<file path="config.mk">
export PLATFORM = sky130hd
export DESIGN_NAME = tpu_host_loader
export DESIGN_NICKNAME = d
export VERILOG_FILES = /design/src/rtl/tpu_pkg.sv /design/src/rtl/tpu_pin_skew.sv /design/src/rtl/tpu_host_loader.sv
export SDC_FILE = /design/constraint.sdc
export NUM_CORES = 1
export LEC_CHECK = 0
export ABC_AREA = 1
export CAP_MARGIN = 20
export CORE_ASPECT_RATIO = 0.7
export CORE_MARGIN = 2
export CORE_UTILIZATION = 45
export DETAILED_ROUTE_END_ITERATION = 12
export DONT_BUFFER_PORTS = 1
export SLEW_MARGIN = 10
export SYNTH_ARGS = -nofsm -noshare
export SYNTH_HDL_FRONTEND = slang
export SYNTH_SLANG_ARGS = --single-unit
</file>
<file path="constraint.sdc">
create_clock -name clk -period 1.6 [get_ports clk]
set_input_delay 0.32 -clock clk [delete_from_list [all_inputs] [get_ports clk]]
set_output_delay 0.32 -clock clk [all_outputs]
set_load 0.05 [all_outputs]
</file>
<file path="src/rtl/tpu_pkg.sv">
// Shared definitions for the TPU pin protocol: opcodes, loader states and the uio field layout.
package tpu_pkg;

   typedef logic [2:0] opcode_t;

   localparam opcode_t OPC_NOP   = 3'b000;
   localparam opcode_t OPC_W     = 3'b001;
   localparam opcode_t OPC_INP   = 3'b010;
   localparam opcode_t OPC_INS   = 3'b011;
   localparam opcode_t OPC_START = 3'b100;

   // Bit position of the opcode field within tpu_uio_in; bits below it are a reserved address.
   localparam int unsigned OPC_LSB = 5;

   typedef enum logic [2:0] {
      IDLE,
      LOAD_W,
      LOAD_INP,
      LOAD_INS,
      START,
      WAIT,
      CAPTURE,
      DONE
   } loader_state_t;

endpackage

</file>
<file path="src/rtl/tpu_pin_skew.sv">
// Pin-side timing for the TPU: the opcode is registered once, the data byte twice, so each
// byte reaches tpu_ui_in one cycle after its opcode reaches tpu_uio_in.
module tpu_pin_skew
   import tpu_pkg::*;
(
   input  logic       clk,
   input  logic       reset,
   input  logic [2:0] opc,
   input  logic       data_vld,
   input  logic [7:0] data,
   output logic [7:0] tpu_ui_in,
   output logic [7:0] tpu_uio_in
);

   logic [7:0] data_q;

   // Opcode and byte are captured together; the byte waits one extra stage before the pins.
   always_ff @(posedge clk or posedge reset) begin
      if (reset) begin
         tpu_uio_in <= 8'h00;
         data_q     <= 8'h00;
         tpu_ui_in  <= 8'h00;
      end else begin
         tpu_uio_in <= 8'(opc) << OPC_LSB;
         data_q     <= data_vld ? data : 8'h00;
         tpu_ui_in  <= data_q;
      end
   end

endmodule

</file>
<file path="src/rtl/tpu_host_loader.sv">
// Host-side loader: streams weights, inputs and instructions onto the TPU pins, issues START,
// waits a fixed latency and captures the result bytes into an output stream.
module tpu_host_loader
   import tpu_pkg::*;
#(
   parameter int unsigned N_W     = 4,
   parameter int unsigned N_INP   = 4,
   parameter int unsigned N_INS   = 16,
   parameter int unsigned N_OUT   = 4,
   parameter int unsigned OUT_DLY = 8,
   parameter int unsigned CW      = 8
) (
   input  logic       clk,
   input  logic       reset,
   input  logic       go,
   input  logic [7:0] s_data,
   input  logic       s_valid,
   output logic       s_ready,
   output logic [7:0] tpu_ui_in,
   output logic [7:0] tpu_uio_in,
   input  logic [7:0] tpu_uo_out,
   output logic [7:0] m_data,
   output logic       m_valid,
   output logic       busy,
   output logic       done
);

   localparam logic [CW-1:0] CNT_ONE = CW'(1);
   localparam logic [CW-1:0] NW_C    = CW'(N_W);
   localparam logic [CW-1:0] NINP_C  = CW'(N_INP);
   localparam logic [CW-1:0] NINS_C  = CW'(N_INS);
   localparam logic [CW-1:0] NOUT_C  = CW'(N_OUT);
   localparam logic [CW-1:0] DLY_C   = CW'(OUT_DLY);

   // Empty phases are skipped by resolving each successor at elaboration time.
   localparam loader_state_t AFTER_INP   = (N_INS != 0) ? LOAD_INS : START;
   localparam loader_state_t AFTER_W     = (N_INP != 0) ? LOAD_INP : AFTER_INP;
   localparam loader_state_t FIRST_PHASE = (N_W != 0) ? LOAD_W : AFTER_W;
   localparam loader_state_t AFTER_START = (N_OUT != 0) ? WAIT : DONE;

   loader_state_t state_q, state_d;
   logic [CW-1:0] cnt_q, cnt_d, cnt_inc;
   opcode_t       opc;
   logic          accept;
   opcode_t       phase_opc;
   logic [CW-1:0] phase_n;
   loader_state_t phase_next;

   assign cnt_inc = cnt_q + CNT_ONE;

   // State and the shared phase counter; the counter is cleared on every phase change.
   always_ff @(posedge clk or posedge reset) begin
      if (reset) begin
         state_q <= IDLE;
         cnt_q   <= '0;
      end else begin
         state_q <= state_d;
         cnt_q   <= cnt_d;
      end
   end

   // Opcode, byte count and successor of the current LOAD phase.
   always_comb begin
      phase_opc  = OPC_NOP;
      phase_n    = NW_C;
      phase_next = AFTER_W;
      case (state_q)
         LOAD_W: begin
            phase_opc  = OPC_W;
            phase_n    = NW_C;
            phase_next = AFTER_W;
         end
         LOAD_INP: begin
            phase_opc  = OPC_INP;
            phase_n    = NINP_C;
            phase_next = AFTER_INP;
         end
         LOAD_INS: begin
            phase_opc  = OPC_INS;
            phase_n    = NINS_C;
            phase_next = START;
         end
         default: ;
      endcase
   end

   // Next state and stream/handshake outputs. Counters leave their phase on reaching the
   // terminal value, so they never advance past it.
   always_comb begin
      state_d = state_q;
      cnt_d   = cnt_q;
      opc     = OPC_NOP;
      accept  = 1'b0;
      s_ready = 1'b0;
      m_valid = 1'b0;
      m_data  = 8'h00;
      done    = 1'b0;
      busy    = 1'b1;
      case (state_q)
         IDLE: begin
            busy = 1'b0;
            if (go) begin
               state_d = FIRST_PHASE;
               cnt_d   = '0;
            end
         end
         LOAD_W, LOAD_INP, LOAD_INS: begin
            s_ready = 1'b1;
            if (s_valid) begin
               accept = 1'b1;
               opc    = phase_opc;
               if (cnt_inc == phase_n) begin
                  state_d = phase_next;
                  cnt_d   = '0;
               end else begin
                  cnt_d = cnt_inc;
               end
            end
         end
         START: begin
            opc     = OPC_START;
            state_d = AFTER_START;
            cnt_d   = '0;
         end
         WAIT: begin
            // First WAIT cycle is the cycle START is visible on the pins.
            if (cnt_inc == DLY_C) begin
               state_d = CAPTURE;
               cnt_d   = '0;
            end else begin
               cnt_d = cnt_inc;
            end
         end
         CAPTURE: begin
            m_valid = 1'b1;
            m_data  = tpu_uo_out;
            if (cnt_inc == NOUT_C) begin
               state_d = DONE;
               cnt_d   = '0;
            end else begin
               cnt_d = cnt_inc;
            end
         end
         DONE: begin
            busy    = 1'b0;
            done    = 1'b1;
            state_d = IDLE;
         end
         default: state_d = IDLE;
      endcase
   end

   tpu_pin_skew u_pin_skew (
      .clk        (clk),
      .reset      (reset),
      .opc        (opc),
      .data_vld   (accept),
      .data       (s_data),
      .tpu_ui_in  (tpu_ui_in),
      .tpu_uio_in (tpu_uio_in)
   );

endmodule

</file>
==> results of run 1 <==
==> what timing repair did <==
action                                  4_1_cts  5_1_grt
hold endpoints to repair                      6        0
gates resized for setup                      17       25
pin swaps                                     1        9
endpoints found under the setup margin       19       22
hold buffers                                  1        0
setup buffers                                 4        1
==> power groups by stage <==
stage               registers, mW  logic (mW)  clock network, mW
global placement             1.27        1.31                  0
detailed placement           1.28        1.33                  0
finish                       1.28        1.63              0.625
floorplan                    1.26       0.893                  0
CTS                          1.27        1.45              0.642
global route                 1.30        1.77              0.680
==> path summary, 6_finish.rpt <==
path                                            from                      end  slack (ns)  depth (start not counted)
worst max-delay path                      state_q[0]                m_data[0]       -0.12                          4
worst max register to register              cnt_q[1]               state_q[1]       -0.10                         10
worst min-delay path                       s_data[0]     u_pin_skew.data_q[0]        0.13                          2
max in group asynchronous                      reset                 cnt_q[2]        0.61                          3
min in group asynchronous                      reset                 cnt_q[7]        0.38                          2
worst min register to register  u_pin_skew.data_q[3]  u_pin_skew.tpu_ui_in[3]        0.34                          0
==> worst max-delay path: cells and delay by family, from the launching register on <==
kind,cells,cell delay [ns]
simple gates,2,0.40
buf+inv,2,0.27
flops,1,0.44
==> cell families after synthesis <==
logic type | after synthesis | share of synthesized area
flip-flops | 30 | 0.4996
other | 1 | 0.002496
buffers and inverters | 43 | 0.1207
AND/OR/NAND/NOR | 107 | 0.3214
AO/OA/AOI/OAI | 13 | 0.04746
adder cells (fa/ha/maj) | 1 | 0.008325
==> placed cells by master, fill, tap and decap left out, types with 2 or more instances in the layout <==
cell type and instances:
buf_12 8, buf_4 17, buf_6 3, clkbuf_8 6
clkinv_2 3, conb_1 5, dfrtp_1 26, dfrtp_2 4
inv_1 28, inv_2 6, inv_4 2, nand2_1 34
nand2_2 12, nand2_4 5, nand3_1 7, nand3_2 8
nor2_1 22, nor2_2 8, nor2_4 6, nor3_1 2
o21ai_0 4, o21ai_1 2, o21ai_2 5
==> final cells by class <==
class | instances | area, µm²
Fill cell | 266 | 1051
Sequential cell | 30 | 755.7
Multi-Input combinational cell | 126 | 738.2
Timing Repair Buffer | 29 | 331.6
Inverter | 38 | 150.1
Clock buffer | 6 | 82.58
Tap cell | 38 | 47.55
Clock inverter | 2 | 12.51
==> through the flow <==
stage,area [µm²],std cells
2_1_floorplan,1556,199
3_3_place_gp,1839,255
3_5_place_dp,1839,255
4_1_cts,2028,268
5_1_grt,2118,269
6_report,2118,269
==> registers in the layout (all words and copies together), names as in the netlist <==
name and flops:
u_pin_skew.tpu_ui_in 8, u_pin_skew.data_q 8, u_pin_skew.tpu_uio_in 3, cnt_q 8, state_q 3
==> routing by layer <==
layer,wire (µm),vias to the layer above,share of wire
met2,1656,33,0.48
met3,175,7,0.051
li1,-,654,-
met4,44,0,0.013
met5,0,-,0
met1,1552,608,0.45
==> flow_summary.toml, run 1 <==
[synth]
synthFlopType = "dfrtp_1"
synth-seq-area-share = 0.4996
yosysTopAreaCellShare = 0.4996
synth_area_mm2 = 0.001503
synth_edf_count = 0
yosysWarnings = 0
ys_ff_latch = 30
yosysMostFrequentCell = "nand2_1"
syn_inst = 195
synth_top_area_cell = "dfrtp_1"
avgSynthCellArea_um2 = 7.706
async_flop_share = 1.000
synthDistinctLibCells = 22
synth_area_leaders = "dfrtp_1 (50%), nand2_1 (10%), inv_1 (8.0%)"
ys_top_cells_by_count = "nand2_1 (42), inv_1 (32), nor2_1 (32)"

[worst_setup_path]
cp.arrival_ns = 1.40
cp-start-kind = "flip-flop"
critical_path.max_stage_delay_ns = 0.44
cp_max_fo = 8
critPathCaptureType = "primary output"
path_cells = "nor3_4, inv_4, nor2_2, buf_12"
cp_data_required_time_ns = 1.28
crit_type = "flip-flop to primary output"
critPathSlowestCell = "dfrtp_2"

[floorplan]
core_area_mm2 = 0.003169
fp.dieW_um = 73.07
io_pins = 48
fp.dieArea_mm2 = 0.003825
initial_utilization = 0.4741
die_h_um = 52.35
rows = 17

[timing]
hold_viol_final = 0
min_period_over_period = 1.075
finalWorstSetupSlack_ns = -0.1192
slew_violations = 0
setup-tns-final_ns = -1.176
max_freq_mhz = 581.7
final-setup-viol-count = 15
post-route-min-period_ns = 1.719
rsz0062_at_grt = "true"
hold_slack_ns = 0.1346
finClkSkew_ns = 0.005263

[global_routing]
overflow = 0
grt_use_total = 0.2004
grt_pass1_wl_um = 5651
grt_pass1_vias = 1226
antenna_found_initial = 0
met3_usage = 0.06154
grt_max_degree = 25
met1_usage = 0.2624
grt_use_met2 = 0.3168
top_usage_layer = "met2"

[power]
leakage_nw = 1.066
combPwrFrac = 0.462
power.switching_mw = 1.673
p_total_mw = 3.531
switching_share = 0.4739
ir_worst_vdd_mv = 1.178
power.internal_mw = 1.858
pwr-share-clk = 0.177
powerDensity_mw_per_mm2 = 1667
seq_power_share = 0.361

[clock_tree]
path_clk_slew_ns = 0.07
cts.sinks = 30
ctsRootBufferMaster = "clkbuf_8"
cts_buffers = 5
clock_path_buffers = 2
cts_max_level = 2
tritoncts = "done"
clkLatencyLatePin_ns = 0.28

[place]
dp_hpwl_um = 2495
dpl_worst_slack_ns = -0.08392
port_buffers = 0
place.gp.congestion = 0.9685

[outcome]
status = "finished, violations left"
failed_checks = "negative setup slack"

[drt]
drtIter0Drc = 62
final_antenna_net_count = 0
vias = 1302
wl_per_cell_um = 12.74
drc = 0
dr.pass1.iters = 4
routed_wl_um = 3428
avgViaCountPerCell = 4.840

[cells_and_area]
fin_nets = 251
finalCoreUtilization = 0.6684
syn_to_final_growth_pct = 40.97
drive_above_1_share = 0.4199
antenna_cells = 0

[run]
maxCapViolCount = 0

[min_path]
min_path_type = "input port to flip-flop"
Note: power is estimated with default switching activity, not from simulation.
==> run 2: changes to the inputs <==
- SLEW_MARGIN: 10 -> default
==> results of run 2 <==
No change in the layout: final DEF, timing and power equal those of run 1.
==> run 3: changes to the inputs <==
- CORE_MARGIN: 2 -> default
==> flow_summary.toml, run 3 (same netlist as run 1, synthesis figures left out) <==
[timing]
rsz0062_at_grt = "true"
slew_violations = 0
finalWorstSetupSlack_ns = -0.1029
final-setup-viol-count = 16
max_freq_mhz = 587.2
hold_viol_final = 0
post-route-min-period_ns = 1.703
hold_slack_ns = 0.1259
finClkSkew_ns = 0.005820
min_period_over_period = 1.064

[place]
port_buffers = 0
dp_hpwl_um = 2458
dpl_worst_slack_ns = -0.09299
place.gp.congestion = 0.9932

[power]
ir_worst_vdd_mv = 1.295
leakage_nw = 1.126
powerDensity_mw_per_mm2 = 1646

[drt]
drc = 1
drtIter0Drc = 71
final_antenna_net_count = 0
avgViaCountPerCell = 4.864
wl_per_cell_um = 13.78
vias = 1323
dr.pass1.iters = 8
routed_wl_um = 3749

[cells_and_area]
syn_to_final_growth_pct = 50.79
antenna_cells = 0
final_cell_mix = "inv_1 (28), dfrtp_1 (28), nand2_1 (27)"
drive_above_1_share = 0.4744
reg_top3 = "cnt_q: 8 flops, u_pin_skew.data_q: 8 flops, u_pin_skew.tpu_ui_in: 8 flops"
fin_nets = 254

[worst_setup_path]
r2r_cells = 11
cp.arrival_ns = 1.38
crit_type = "flip-flop to primary output"
startpoint = "state_q[1]"
critPathCaptureType = "primary output"
cp-start-kind = "flip-flop"
cp_data_required_time_ns = 1.28
r2r-start = "cnt_q[1]"
reg2reg_to = "state_q[0]"
reg2reg_slack_ns = -0.09
cp_max_fo = 8

[global_routing]
grt_pass1_wl_um = 5637
grt_max_degree = 28
grt_pass1_vias = 1235
antenna_found_initial = 0
overflow = 0
grt_use_total = 0.2111

[clock_tree]
cts_max_level = 2
ctsRootBufferMaster = "clkbuf_8"
clock_path_buffers = 2
cts.sinks = 30
clkLatencyLatePin_ns = 0.29
path_clk_slew_ns = 0.07
tritoncts = "done"
cts_buffers = 5

[floorplan]
fp.dieArea_mm2 = 0.003578
core_area_mm2 = 0.003169
rows = 17
die_h_um = 50.35
initial_utilization = 0.4741
fp.dieW_um = 71.07
io_pins = 48

[min_path]
min_path_type = "input port to flip-flop"
hold_depth = 2
hold_path_end = "u_pin_skew.data_q[4]"
min_from = "s_data[4]"

[run]
maxCapViolCount = 0

[outcome]
status = "finished, violations left"
failed_checks = "design-rule violations, negative setup slack"
## run 3: cell types whose count changed in the layout (fill, tap and decap cells not counted), sizes merged
cell,change
buf,+3
clkbuf,-1
inv,+1
## run 3: how the worst max path moves through the flow
stage          slack (ns)          to
2_1_floorplan       -0.36   m_data[0]
3_3_place_gp        -0.08    cnt_q[2]
3_5_place_dp        -0.09  state_q[0]
4_1_cts             -0.11   m_data[6]
6_report            -0.10   m_data[3]
5_1_grt             -0.21  state_q[0]
## run 3: where the power goes
group | switching (mW) | total (mW) | leakage (nW) | internal, mW
Combinational | 1.13 | 1.82 | 0.683 | 0.688
Clock | 0.311 | 0.616 | 0.0441 | 0.305
Sequential | 0.372 | 1.30 | 0.399 | 0.926
## run 3: metrics by stage
| step | cells | util | total power [mW] | TNS (ns) | cell area (µm²) |
|---|---|---|---|---|---|
| 5_1_grt | 272 | 0.7150 | 3.917 | -2.710 | 2266 |
| 4_1_cts | 269 | 0.6467 | 3.373 | -1.067 | 2049 |
| 3_5_place_dp | 255 | 0.5803 | 2.622 | -0.3813 | 1839 |
| 3_3_place_gp | 255 | 0.5803 | 2.593 | -0.3141 | 1839 |
| 6_report | 272 | 0.7150 | 3.730 | -1.189 | 2266 |
| 2_1_floorplan | 199 | - | 2.158 | -7.176 | 1556 |
## run 3: cell type report
class | instances | area [µm²]
Fill cell | 227 | 903.4
Multi-Input combinational cell | 126 | 852.1
Sequential cell | 30 | 753.2
Timing Repair Buffer | 32 | 369.1
Inverter | 38 | 153.9
Clock buffer | 5 | 68.82
Tap cell | 38 | 47.55
Clock inverter | 3 | 21.27
## run 3: layer usage
metal,routed length (µm),share of wire,GRT usage,vias to the layer above
met1,1683,0.45,0.2844,627
met5,0,0,0,-
met4,38,0.010,0.09000,0
met2,1878,0.50,0.3125,33
li1,-,-,-,655
met3,148,0.039,0.06827,8
## run 3: timing repair
item	CTS	global route
pin swaps	13	23
cloned	0	0
hold endpoints to repair	3	0
hold buffers	1	0
setup buffers	5	3
setup endpoints to repair	19	20
gates resized for setup	22	50
## run 3: worst max-delay path, stage by stage, from the launching register on
cell and delay, ns:
dfrtp_1 0.40, inv_2 0.07, nor3_4 0.23, inv_4 0.13, nor2_4 0.12, buf_12 0.14
